<file path="config.mk">
export PLATFORM = sky130hd
export DESIGN_NAME = exe_muldiv
export DESIGN_NICKNAME = d
export VERILOG_FILES = /design/src/rtl/exe_muldiv.sv
export SDC_FILE = /design/constraint.sdc
export NUM_CORES = 1
export LEC_CHECK = 0
export CAP_MARGIN = 10
export CORE_ASPECT_RATIO = 1.4
export CORE_MARGIN = 2
export CORE_UTILIZATION = 35
export DETAILED_ROUTE_END_ITERATION = 7
export PLACE_DENSITY = 0.61
export SYNTH_ARGS = -nofsm -noshare
export SYNTH_HDL_FRONTEND = slang
export SYNTH_SLANG_ARGS = --single-unit
</file>
<file path="constraint.sdc">
create_clock -name clk_i -period 3.3 [get_ports clk_i]
set_clock_uncertainty 0.05 [all_clocks]
set_input_delay 0.33 -clock clk_i [delete_from_list [all_inputs] [get_ports clk_i]]
set_output_delay 0.33 -clock clk_i [all_outputs]
set_load 0.01 [all_outputs]
</file>
<file path="src/rtl/exe_muldiv.sv">
// exe_muldiv: multi-cycle RV32M multiply/divide unit, one shift-add or restoring-subtract step per clock.
// Stalls the pipeline while busy and emits a single-cycle write-back pulse.
module exe_muldiv #(
    parameter int DATA_WIDTH  = 32,
    parameter int RADDR_WIDTH = 5,
    parameter int CNT_WIDTH   = 6
) (
    input  logic                   clk_i,
    input  logic                   rst_i,
    input  logic                   valid_i,
    input  logic [31:0]            inst_i,
    input  logic [DATA_WIDTH-1:0]  op1_i,
    input  logic [DATA_WIDTH-1:0]  op2_i,
    input  logic [RADDR_WIDTH-1:0] reg_waddr_i,
    input  logic                   flush_i,
    output logic                   ready_o,
    output logic                   stall_o,
    output logic                   valid_o,
    output logic                   reg_we_o,
    output logic [RADDR_WIDTH-1:0] reg_waddr_o,
    output logic [DATA_WIDTH-1:0]  reg_wdata_o
);
    localparam int W = DATA_WIDTH;
    localparam logic [CNT_WIDTH-1:0] LAST = CNT_WIDTH'(W - 1);
    typedef enum logic [1:0] {IDLE, BUSY, DONE} state_e;
    state_e state_q, state_d;
    logic [W-1:0] hi_q, hi_d, lo_q, lo_d, b_q, b_d;
    logic [CNT_WIDTH-1:0] cnt_q, cnt_d;
    logic [2:0] fn_q, fn_d;
    logic [RADDR_WIDTH-1:0] rd_q, rd_d;
    logic qneg_q, qneg_d, rneg_q, rneg_d;
    logic [2:0] f3;
    logic is_m, accept, sa, sb, na, nb, dz, special, unused_inst;
    logic [W-1:0] ma, mb, quo, rem, res;
    logic [W:0] sum, rsh, diff;
    logic [2*W-1:0] prod;
    assign f3          = inst_i[14:12];
    assign unused_inst = ^{inst_i[24:15], inst_i[11:7]};
    assign is_m        = inst_i[6:0] == 7'b0110011 && inst_i[31:25] == 7'b0000001;
    assign ready_o     = state_q == IDLE;
    assign accept      = valid_i & ready_o & is_m & ~flush_i;
    assign stall_o     = (valid_i & is_m & ~ready_o) | (state_q == BUSY);
    assign sa          = f3 != 3'b011 && f3 != 3'b101 && f3 != 3'b111;
    assign sb          = sa && f3 != 3'b010;
    assign na          = sa & op1_i[W-1];
    assign nb          = sb & op2_i[W-1];
    assign ma          = na ? -op1_i : op1_i;
    assign mb          = nb ? -op2_i : op2_i;
    assign dz          = op2_i == '0;
    assign special     = f3[2] & (dz | (~f3[0] & op1_i == {1'b1, {(W-1){1'b0}}} & (&op2_i)));
    // Both algorithms share the {hi, lo} pair: lo holds multiplier or dividend/quotient, hi the partial product or remainder.
    assign sum         = {1'b0, hi_q} + (lo_q[0] ? {1'b0, b_q} : '0);
    assign rsh         = {hi_q, lo_q[W-1]};
    assign diff        = rsh - {1'b0, b_q};
    assign prod        = qneg_q ? -{hi_q, lo_q} : {hi_q, lo_q};
    assign quo         = qneg_q ? -lo_q : lo_q;
    assign rem         = rneg_q ? -hi_q : hi_q;
    assign res         = fn_q[2] ? (fn_q[1] ? rem : quo) : (fn_q[1:0] == 2'b00 ? prod[W-1:0] : prod[2*W-1:W]);
    assign valid_o     = state_q == DONE && !flush_i;
    assign reg_we_o    = valid_o;
    assign reg_waddr_o = valid_o ? rd_q : '0;
    assign reg_wdata_o = valid_o ? res : '0;
    always_comb begin
        state_d = state_q;
        hi_d    = hi_q;
        lo_d    = lo_q;
        b_d     = b_q;
        cnt_d   = cnt_q;
        fn_d    = fn_q;
        rd_d    = rd_q;
        qneg_d  = qneg_q;
        rneg_d  = rneg_q;
        case (state_q)
            IDLE: if (accept) begin
                fn_d    = f3;
                rd_d    = reg_waddr_i;
                cnt_d   = '0;
                b_d     = mb;
                hi_d    = special ? (dz ? op1_i : '0) : '0;
                lo_d    = special ? (dz ? '1 : op1_i) : ma;
                qneg_d  = ~special & (na ^ nb);
                rneg_d  = ~special & na;
                state_d = special ? DONE : BUSY;
            end
            BUSY: begin
                cnt_d   = cnt_q + 1'b1;
                hi_d    = fn_q[2] ? (diff[W] ? rsh[W-1:0] : diff[W-1:0]) : sum[W:1];
                lo_d    = fn_q[2] ? {lo_q[W-2:0], ~diff[W]} : {sum[0], lo_q[W-1:1]};
                state_d = flush_i ? IDLE : (cnt_q == LAST ? DONE : BUSY);
            end
            DONE:    state_d = IDLE;
            default: state_d = IDLE;
        endcase
    end
    always_ff @(posedge clk_i or posedge rst_i) begin
        if (rst_i) begin
            state_q <= IDLE;
            hi_q    <= '0;
            lo_q    <= '0;
            b_q     <= '0;
            cnt_q   <= '0;
            fn_q    <= '0;
            rd_q    <= '0;
            qneg_q  <= 1'b0;
            rneg_q  <= 1'b0;
        end else begin
            state_q <= state_d;
            hi_q    <= hi_d;
            lo_q    <= lo_d;
            b_q     <= b_d;
            cnt_q   <= cnt_d;
            fn_q    <= fn_d;
            rd_q    <= rd_d;
            qneg_q  <= qneg_d;
            rneg_q  <= rneg_d;
        end
    end
endmodule

</file>
## After elaboration in Yosys (flattened, before gate mapping)

Cells that the tools add are included.
W data, S select, Z words.

- Output and inout port bits: 41
- Input port bits: 105
- Register bits after elaboration: 114
- Word-level logic and storage cells: 90

- Add/sub/neg operators: 8
- Muxes and demuxes: 29
- Bitwise gates (word level): 20
- Equality and inequality tests: 11
- Reductions and logical operators: 13

Operators with widths:

| operator | number |
|---|---|
| $mux W32 | 18 |
| $neg A32 Y32 | 4 |
| $pmux W32 S2 | 2 |
| $mux W64 | 1 |
| $neg A64 Y64 | 1 |
| $add A32 B32 Y33 | 1 |
| $sub A33 B32 Y33 | 1 |
| $eq A32 B32 Y1 const B | 1 |
| $logic_not A32 Y1 | 1 |
| $reduce_and A32 Y1 | 1 |
| $and A1 B1 Y1 | 12 |
| $pmux W6 S2 | 1 |
| $mux W2 | 4 |
| $eq A7 B1 Y1 const B | 1 |
| $eq A7 B6 Y1 const B | 1 |
| $add A6 B1 Y6 const B | 1 |
| $eq A6 B5 Y1 const B | 1 |
| $mux W6 | 1 |
| $ne A3 B2 Y1 const B | 2 |
| $ne A3 B3 Y1 const B | 2 |
| $logic_and A1 B1 Y1 | 5 |
| $mux W5 | 1 |
| $not A1 Y1 | 5 |
| $logic_not A2 Y1 | 2 |
| other kinds (9) | 11 |

## Longest topological paths before layout

Gate-level depths: netlist (run 1).

- Word-level depth: 8
- Mapped depth: 14

## Worst setup path before layout (run 1)

OpenSTA, ideal clock, no wires.

- Path type: register to output
- From: register hi_q[1]
- To: output port reg_wdata_o[30]
- Stages on the path, launching flop included: 10
- Arrival time: 3.312 ns
- Setup slack: -0.392 ns
- Path through: dfrtp_1 -> inv_1 -> ha_1 -> or3b_1 -> or4_1 -> or4_1 -> or4_1 -> o21ai_1 -> xor2_1 -> a221oi_1

- Cells in the longest elaborated chain, start to end: 5
- Elaborated cells between the ends (all ways): 8
- Those cells by class: add/sub: 2; mux: 6

Ends and longest elaborated chain:

| element | RTL line | source |
|---|---|---|
| from (decl) | 27 | `logic [W-1:0] hi_q, hi_d, lo_q, lo_d, b_q, b_d;` |
| from (signal assigned) | 108 | `hi_q <= hi_d;` |
| $neg A64 Y64 or $neg A32 Y32 (tied branches) | 55, 57 |  |
| $mux W64 or $mux W32 (tied branches) | 55, 57 |  |
| $mux W32 | 58 | `assign res = fn_q[2] ? (fn_q[1] ? rem : quo) : (fn_q[1:0] == 2'b00 ? prod[W-1:0] : prod[2*W-1:W]);` |
| $mux W32 (*) | 58 |  |
| $mux W32 (*) | 62 | `assign reg_wdata_o = valid_o ? res : '0;` |
| to (decl) | 21 | `output logic [DATA_WIDTH-1:0] reg_wdata_o` |

Mark *: on every way between the ends. The rest lies on a longest branch, timed or not.

## Worst setup path in the final report (run 1)

- From: register hi_q[0]
- To: output port reg_wdata_o[30]

Same word-level chain as after synthesis.

==> results of run 1 <==
==> placed cells by master (no fill, tap or decap), types with 22 or more instances in the layout <==
master / n
a21o_1: 22
a21oi_1: 135
buf_2: 27
buf_4: 352
buf_6: 35
clkdlybuf4s50_1: 98
dfrtp_1: 111
ha_1: 63
inv_1: 65
mux2i_1: 53
nand2_1: 180
nand3_1: 28
nand4_1: 23
nor2_1: 130
nor3_1: 30
nor4_1: 23
o21ai_0: 114
o21ai_1: 27
o21ai_2: 25
o31ai_1: 31
xnor2_1: 91
xor2_1: 75
==> registers in the layout, indices dropped and copies added (netlist names) <==
register / flops
b_q: 32
qneg_q: 1
cnt_q: 6
rneg_q: 1
rd_q: 5
hi_q: 32
lo_q: 32
state_q: 2
fn_q: 3
==> timing repair <==
action / CTS / global route
pin swaps: 99 / 95
endpoints found under the setup margin: 65 / 71
buffers inserted: 40 / 28
gates cloned: 1 / 2
gates resized for setup: 317 / 135
==> stage by stage <==
step                setup slack [ps]  power (W)
finish                          -638    0.00708
CTS                             -700    0.00680
global route                    -715    0.00740
global placement                -751    0.00454
detailed placement              -751    0.00456
floorplan                       -244    0.00330
==> worst min-delay path by stage <==
stage,start,endpoint,slack (ps),cells after the start
after floorplan,flush_i,state_q[0],350,1
after global placement,rd_q[3],rd_q[3],400,2
after detailed placement,rd_q[2],rd_q[2],410,2
after CTS,rst_i,cnt_q[2],210,2
after global routing,rst_i,cnt_q[2],230,2
final,rst_i,cnt_q[2],200,2
==> cell families after synthesis <==
logic type / after synthesis / share of synthesized area (%)
compound gates: 584 / 28.1
xor+xnor: 173 / 11.3
fa+ha+maj: 72 / 6.83
buf+inv: 207 / 6.29
flops: 114 / 21.3
mux: 69 / 5.22
simple gates: 567 / 21.0
==> critical path: cells and delay by family, from the launching register on <==
| kind | cells | cell delay (ps) |
|---|---|---|
| and+or+nand+nor | 4 | 1810 |
| AOI/OAI and AO/OA | 2 | 430 |
| DFF | 1 | 390 |
| buffers and inverters | 2 | 270 |
| adders and majority gates | 1 | 130 |
| xor gates and xnor gates | 1 | 90 |
==> power by group <==
| group | switching, W | internal (W) |
|---|---|---|
| clock | 0.000687 | 0.00121 |
| sequential | 0.000101 | 0.00152 |
| combinational | 0.00186 | 0.00170 |
==> area by class of cell <==
type                            instances  area share, %
Sequential cell                       114           14.5
Timing Repair Buffer                  535           23.3
Clock inverter                          4          0.368
Clock buffer                           27           2.60
Tap cell                              473           3.00
Inverter                               71           1.41
Multi-Input combinational cell       1465           54.9
==> layer usage <==
metal  up-vias  routed length (um)
met5         -                   0
met4         0                3400
met3       162                3070
met2       639               27500
met1      7415               21900
li1       7423                   -
==> impl_metrics.env, run 1 <==
export IMPL_path_clk_slew_ps=50
export IMPL_ios=146
export IMPL_rsz0062_at_grt="true"
export IMPL_floorplan_core_area_sq_mm=0.0376
export IMPL_min_path_type="input pin to asynchronous set/reset pin"
export IMPL_synthCells=1786
export IMPL_worst_path_most_repeated_cell="or4_4"
export IMPL_final_area_sq_mm=0.0197
export IMPL_fillerInstances=3547
export IMPL_io_buffers=130
export IMPL_place_congestion=0.951
export IMPL_synth_seq_cells=114
export IMPL_r2r_end="hi_q[12]"
export IMPL_cts_tree="built"
export IMPL_layout_nets=2381
export IMPL_cap_viol_max_count=0
export IMPL_grt_ovfl_total=0
export IMPL_grt_pass1_wl_mm=84.1
export IMPL_worstPathCellList="inv_2 -> ha_4 -> or3b_4 -> or4_4 -> or4_4 -> or4_4 -> o21ai_2 -> xor2_1 -> a221oi_2 -> buf_2"
export IMPL_r2r_slack_ps=-190
export IMPL_drive_gt1_share_pct=30.6
export IMPL_yosysSeqAreaShare_pct=21.3
export IMPL_initial_utilization_pct=35.6
export IMPL_violations="negative setup slack"
export IMPL_placed_area_sq_mm=0.0176
export IMPL_use_met1_pct=31.6
export IMPL_cts_buffers=17
export IMPL_grt_use_met3_pct=3.95
export IMPL_synth_avg_cell_area_sq_um=7.51
export IMPL_period_minus_slack_ps=3940
export IMPL_dieArea_sq_mm=0.0399
export IMPL_fin_cells=2689
export IMPL_grt_pass1_vias=15100
export IMPL_met2_usage_pct=46.0
export IMPL_worstPathArrival_ps=3560
export IMPL_dr_pass1_iters=5
export IMPL_worstSkewPairLatency_ps=440
export IMPL_wl_per_cell_um=20.8
export IMPL_tightest_slew_ps=986
export IMPL_post_route_period_util_pct=119
export IMPL_clock_sinks=114
export IMPL_grt_total_usage_pct=26.9
export IMPL_regArea_sq_mm=0.00286
export IMPL_die_h_um=236
export IMPL_final_util_pct=52.4
export IMPL_cpPeakStageDelay_ps=560
export IMPL_synth_top_area_cell="dfrtp_1"
export IMPL_drcViolationCount=0
export IMPL_yosysMostFrequentCell="nand2_1"
export IMPL_drt_iter0_drc=1150
export IMPL_via_per_inst=5.82
export IMPL_synth_edf_count=0
export IMPL_cts_root_buf="clkbuf_16"
export IMPL_synth_async_reset_ratio_pct=100
export IMPL_multi_input_area_sq_mm=0.0108
export IMPL_rows=84
export IMPL_setup_viol_count_final=57
export IMPL_antenna_found_initial=0
export IMPL_status="complete, but fails checks"
export IMPL_vdd_ir_drop_worst_mv=0.237
export IMPL_max_freq_mhz=254
export IMPL_hold_buffers=0
export IMPL_syn_num_nets=1963
export IMPL_diodes=0
export IMPL_required_ps=2920
export IMPL_crit_start="hi_q[0]"
export IMPL_grt_max_degree=77
export IMPL_synthTopCellsByCount="nand2_1 (189), o21ai_0 (168), a21oi_1 (156), nor2_1 (136), dfrtp_1 (114)"
export IMPL_hold_viol_final=0
export IMPL_busiest_layer="met2"
export IMPL_die_w_um=169
export IMPL_cp_start_kind="flop"
export IMPL_ys_warn_count=0
export IMPL_syn_area_sq_mm=0.0134
export IMPL_r2r_start="lo_q[31]"
export IMPL_synth_area_top_cells="dfrtp_1 (21%), ha_1 (6.5%), o21ai_0 (6.3%)"
export IMPL_synth_top_cell_area_share_pct=21.3
export IMPL_drv_slew=0
export IMPL_synth_main_ff_cell="dfrtp_1"
export IMPL_critPathCaptureType="primary output"
export IMPL_drt_wl_total_mm=55.9
export IMPL_reg2regPathDepth=17
export IMPL_cts_buffer_depth=2
export IMPL_path_max_fanout=3
export IMPL_areaGrowthSynthToFinish_pct=47.1
export IMPL_ctsHtreeMaxLevel=4
export IMPL_worstSetupPathType="flop to primary output"
export IMPL_setup_slack_ps=-638
export IMPL_dp_hpwl_mm=43.5
export IMPL_tns_ps=-16020
export IMPL_ant_nets=0
export IMPL_crit_end="reg_wdata_o[30]"
export IMPL_power_density_mw_per_mm2=359
export IMPL_whs_ps=201
export IMPL_slowest_stage="or4_4"
export IMPL_leakage_nw=8.15
export IMPL_vias=15600
export IMPL_place_inst=2610
export IMPL_ys_types=75
export IMPL_maxSlewHeadroom_pct=34.3
Note: power is estimated with default switching activity, not from simulation.
==> inputs of run 2 (changes only) <==
Settings changed: REMOVE_ABC_BUFFERS set to 1.
==> run 2 against run 1 <==
The run still ends with negative setup slack left. Die area stayed put. Clock-buffer cell count is 6 lower. Sequential power about the same. Combinational power about the same. Clock power is essentially flat. Total power up 0.26%. Final area is 2.8% higher. Hold slack gained 26 ps. Largest cell class unchanged. Largest power group unchanged.
==> impl_metrics.env, run 2 (synthesis results as in run 1) <==
export IMPL_status="complete, but fails checks"
export IMPL_violations="negative setup slack"
export IMPL_met2_usage_pct=49.3
export IMPL_period_minus_slack_ps=4090
export IMPL_cts_buffer_depth=2
export IMPL_power_density_mw_per_mm2=350
export IMPL_drt_iter0_drc=1091
export IMPL_busiest_layer="met2"
export IMPL_drcViolationCount=0
export IMPL_grt_pass1_wl_mm=85.9
export IMPL_hold_viol_final=0
export IMPL_rsz0062_at_grt="true"
export IMPL_dr_pass1_iters=8
export IMPL_fillerInstances=3505
export IMPL_path_max_fanout=4
export IMPL_grt_use_met3_pct=2.93
export IMPL_ctsHtreeMaxLevel=4
export IMPL_wl_per_cell_um=21.1
export IMPL_grt_total_usage_pct=27.5
export IMPL_initial_utilization_pct=35.6
export IMPL_place_congestion=0.923
export IMPL_vdd_ir_drop_worst_mv=0.435
export IMPL_diodes=0
export IMPL_drt_wl_total_mm=57.4
export IMPL_slowest_stage="or4_4"
export IMPL_grt_ovfl_total=0
export IMPL_worstPathArrival_ps=3710
export IMPL_final_common_cell="buf_4"
export IMPL_die_w_um=169
export IMPL_io_buffers=130
export IMPL_hold_buffers=0
export IMPL_top_regs="b_q x32, hi_q x32, lo_q x32"
export IMPL_antenna_found_initial=1
export IMPL_min_path_type="input pin to asynchronous set/reset pin"
export IMPL_worst_path_most_repeated_cell="buf_4"
export IMPL_use_met1_pct=31.9
export IMPL_cts_buffers=17
export IMPL_cpPeakStageDelay_ps=580
export IMPL_max_freq_mhz=244
export IMPL_vias=15800
export IMPL_layout_nets=2406
export IMPL_floorplan_core_area_sq_mm=0.0376
export IMPL_cap_viol_max_count=0
export IMPL_leakage_nw=8.37
export IMPL_ant_nets=0
export IMPL_path_clk_slew_ps=60
export IMPL_dieArea_sq_mm=0.0399
export IMPL_cp_start_kind="flop"
export IMPL_worstPathCellList="or4_4 -> nor4b_4 -> buf_4 -> nand4_1 -> buf_4 -> or4_4 -> o31a_1 -> buf_4 -> a21o_1 -> a221oi_2 -> buf_2"
export IMPL_critPathTopFamily="simple AND/OR/NAND/NOR gates"
export IMPL_required_ps=2920
export IMPL_tns_ps=-21020
export IMPL_worstSetupPathType="flop to primary output"
export IMPL_die_h_um=236
export IMPL_post_place_ws_ps=-975
export IMPL_layout_common_cells="buf_4 (364), nand2_1 (183), a21oi_1 (127)"
export IMPL_critPathCaptureType="primary output"
export IMPL_via_per_inst=5.81
export IMPL_final_util_pct=53.9
export IMPL_post_route_period_util_pct=124
export IMPL_worstSkewPairLatency_ps=460
export IMPL_dp_hpwl_mm=42.6
export IMPL_maxSlewHeadroom_pct=41.8
export IMPL_drv_slew=0
export IMPL_setup_viol_count_final=45
export IMPL_cts_tree="built"
export IMPL_path_buf_inv=4
export IMPL_setup_slack_ps=-795
export IMPL_cts_root_buf="clkbuf_16"
export IMPL_ios=146
export IMPL_clock_sinks=114
export IMPL_drive_gt1_share_pct=32.8
export IMPL_tightest_slew_ps=870
export IMPL_areaGrowthSynthToFinish_pct=51.2
export IMPL_rows=84
export IMPL_grt_pass1_vias=15700
export IMPL_grt_max_degree=59
==> run 2: power breakdown <==
part	internal, W	total (W)	switching, W
combinational	0.00171	0.00356	0.00185
clock	0.00116	0.00191	0.000753
sequential	0.00152	0.00163	0.000106
total	0.00439	0.00709	0.00271
==> run 2: through the flow <==
| stage | power, W | cell area [sq um] | hold slack, ps | std cells |
|---|---|---|---|---|
| 2_1_floorplan | 0.00324 | 12800 | 347 | 1650 |
| 3_3_place_gp | 0.00446 | 17600 | 403 | 2624 |
| 3_5_place_dp | 0.00450 | 17600 | 408 | 2624 |
| 4_1_cts | 0.00684 | 19200 | 238 | 2692 |
| 5_1_grt | 0.00741 | 20300 | 292 | 2715 |
| 6_report | 0.00709 | 20300 | 227 | 2715 |
==> run 2: final timing paths <==
check,slack (ps),start,cells after the start,end
setup / recovery,-790,lo_q[10],11,reg_wdata_o[21]
hold / removal,230,rst_i,2,b_q[0]
setup reg to reg,-140,b_q[0],16,hi_q[2]
hold reg to reg,420,rd_q[4],2,rd_q[4]
max in group asynchronous,2240,rst_i,3,cnt_q[4]
min in group clk_i,350,reg_waddr_i[4],3,rd_q[4]
==> run 2: worst reg2reg max path, stage by stage (launching register included) <==
cell and delay, ps:
dfrtp_1 420, buf_6 140, ha_4 160, fa_2 370
nand2b_4 160, a211oi_2 180, buf_4 150, o211ai_1 160
a211oi_2 250, buf_4 190, o21ai_4 70, xnor2_2 140
buf_6 180, buf_12 160, mux2i_2 250, a21oi_1 90
o21bai_1 180
==> run 2: layer usage <==
layer	vias up	wire length [um]
met4	2	3330
met1	7561	22600
li1	7465	-
met5	-	13
met2	564	28900
met3	172	2620
==> run 2: cell type report <==
type / instances / area [sq um] / area share [%]
Timing Repair Buffer: 560 / 4850 / 23.9
Tap cell: 473 / 592 / 2.92
Clock inverter: 11 / 110 / 0.543
Multi-Input combinational cell: 1465 / 11100 / 54.9
Sequential cell: 114 / 2860 / 14.1
Inverter: 71 / 269 / 1.33
Clock buffer: 21 / 470 / 2.32
==> run 2: what timing repair did <==
| item | in CTS | in global routing |
|---|---|---|
| gates cloned | 5 | 0 |
| setup endpoints to repair | 80 | 89 |
| resized for setup | 349 | 182 |
| hold endpoints to repair | 0 | 0 |
| pin swaps | 114 | 141 |
| setup buffers | 34 | 34 |
==> inputs of run 3 (changes only) <==
Settings changed: PLACE_DENSITY 0.61 to 0.59.
Clock period 3.3 ns to 4.8 ns, I/O delays scaled along.
==> run 3 against run 2 <==
The run now ends clean. Hold slack improved by 200 ps. Non-clock buffer count decreased by 355. Register-to-register slack improved by 750 ps. Via count decreased by 11%. Largest power group unchanged.
==> impl_metrics.env, run 3 (synthesis results as in run 1) <==
export IMPL_worstPathCellList="or4_4 -> nor4b_4 -> nand4_1 -> or4_4 -> o31ai_2 -> xor2_1 -> a221oi_1 -> clkdlybuf4s50_1"
export IMPL_maxSlewHeadroom_pct=32.4
export IMPL_required_ps=4270
export IMPL_areaGrowthSynthToFinish_pct=20.0
export IMPL_totalPowerFinal_w=0.00411
export IMPL_crit_start="lo_q[9]"
export IMPL_power_switching_w=0.00158
export IMPL_rows=84
export IMPL_dr_pass1_iters=6
export IMPL_layout_common_cells="nand2_1 (189), o21ai_0 (162), a21oi_1 (153)"
export IMPL_ctsHtreeMaxLevel=4
export IMPL_wl_per_cell_um=21.1
export IMPL_cts_buffers=17
export IMPL_cpPeakStageDelay_ps=650
export IMPL_path_max_fanout=8
export IMPL_power_frac_clock_pct=32.2
export IMPL_grt_pass1_wl_mm=78.4
export IMPL_final_common_cell="nand2_1"
export IMPL_post_place_ws_ps=122
export IMPL_hold_viol_final=0
export IMPL_cts_tree="built"
export IMPL_cp_start_kind="flop"
export IMPL_worstHoldStart="rd_q[0]"
export IMPL_post_route_period_util_pct=97.5
export IMPL_diodes=0
export IMPL_p_comb_share_pct=38.7
export IMPL_drive_gt1_share_pct=9.27
export IMPL_ant_nets=0
export IMPL_whs_ps=424
export IMPL_path_buf_inv=1
export IMPL_floorplan_core_area_sq_mm=0.0376
export IMPL_via_per_inst=5.94
export IMPL_cap_viol_max_count=0
export IMPL_slowest_stage="or4_4"
export IMPL_multi_input_area_sq_mm=0.00986
export IMPL_die_w_um=169
export IMPL_antenna_found_initial=0
export IMPL_worst_path_most_repeated_cell="or4_4"
export IMPL_seqPwrFrac_pct=29.1
export IMPL_critPathTopFamily="simple AND/OR/NAND/NOR gates"
export IMPL_grt_ovfl_total=0
export IMPL_drv_slew=0
export IMPL_clock_sinks=114
export IMPL_setup_viol_count_final=0
export IMPL_ios=146
export IMPL_drt_wl_total_mm=49.8
export IMPL_place_congestion=0.953
export IMPL_drt_iter0_drc=1176
export IMPL_grt_max_degree=85
export IMPL_vdd_ir_drop_worst_mv=0.233
export IMPL_dp_hpwl_mm=38.4
export IMPL_top_regs="b_q x32, hi_q x32, lo_q x32"
export IMPL_worstSetupPathType="flop to primary output"
export IMPL_placed_area_sq_mm=0.0153
export IMPL_worstSkewPairLatency_ps=460
export IMPL_min_path_type="flop to flop"
export IMPL_regArea_sq_mm=0.00286
export IMPL_fillerInstances=3863
export IMPL_cts_buffer_depth=2
export IMPL_power_density_mw_per_mm2=255
export IMPL_grt_pass1_vias=13700
export IMPL_power_internal_w=0.00253
export IMPL_die_h_um=236
export IMPL_cts_root_buf="clkbuf_16"
export IMPL_grt_total_usage_pct=25.0
export IMPL_worstPathArrival_ps=4150
export IMPL_period_minus_slack_ps=4680
export IMPL_final_area_sq_mm=0.0161
export IMPL_r2r_start="lo_q[0]"
export IMPL_layout_nets=2051
export IMPL_rsz0062_at_grt="false"
export IMPL_dieArea_sq_mm=0.0399
export IMPL_max_freq_mhz=214
export IMPL_tightest_slew_ps=1010
export IMPL_setup_slack_ps=121
export IMPL_initial_utilization_pct=35.6
export IMPL_io_buffers=130
export IMPL_leakage_nw=6.47
export IMPL_drcViolationCount=0
export IMPL_status="completed"
export IMPL_path_clk_slew_ps=60
export IMPL_critPathCaptureType="primary output"
export IMPL_swShare_pct=38.5
export IMPL_vias=14000
==> run 3: changes by cell type in the layout (fill, tap and decap cells not counted), moves of 22 or more <==
cell and delta:
buf_6 -46, buf_2 -27, a21oi_1 +26, nor2_1 +22, o21ai_0 +50, buf_4 -291
==> run 3: worst paths after layout <==
check	to	slack, ps	depth (start not counted)
hold / removal	rd_q[0]	420	2
setup / recovery	reg_wdata_o[25]	120	8
max in group asynchronous	b_q[31]	3330	3
hold reg to reg	rd_q[0]	420	2
min in group asynchronous	hi_q[7]	480	2
setup reg to reg	hi_q[29]	610	14
==> run 3: cell type report <==
cell class / count / area share [%]
Multi-Input combinational cell: 1465 / 61.3
Sequential cell: 114 / 17.8
Inverter: 71 / 1.67
Timing Repair Buffer: 205 / 11.9
Clock buffer: 20 / 2.84
Clock inverter: 12 / 0.817
Tap cell: 473 / 3.68
==> run 3: metrics by stage <==
step           TNS, ps  util (%)  cells
2_1_floorplan  -252270         -   1650
3_3_place_gp         0      40.8   2327
3_5_place_dp         0      40.8   2327
4_1_cts              0      42.5   2359
5_1_grt              0      42.8   2360
6_report             0      42.8   2360
==> run 3: worst min-delay path: stages, from the launching register on <==
cell and delay, ps:
dfrtp_1 340, nand2_1 50, nand2_1 60
==> run 3: power by group through the flow <==
stage | combinational, W | sequential, W | clock, W
finish | 0.00159 | 0.00120 | 0.00132
global route | 0.00175 | 0.00121 | 0.00139
CTS | 0.00157 | 0.00119 | 0.00134
detailed placement | 0.00156 | 0.00121 | 0
global placement | 0.00154 | 0.00120 | 0
floorplan | 0.00102 | 0.00121 | 0
==> run 3: repair_timing <==
| item | 4_1_cts | 5_1_grt |
|---|---|---|
| hold buffers | 0 | 0 |
| pin swaps | 3 | 4 |
| endpoints found under the setup margin | 8 | 21 |
| setup buffers | 0 | 1 |
| gates resized for setup | 16 | 28 |
==> run 3: metal layers <==
layer | part of all wire, % | global-route usage (%) | vias to the layer above
met4 | 4.1 | 11.2 | 0
met1 | 40 | 30.5 | 6617
met5 | 0 | 0 | -
li1 | - | - | 6765
met3 | 5.8 | 2.96 | 115
met2 | 50 | 43.7 | 524
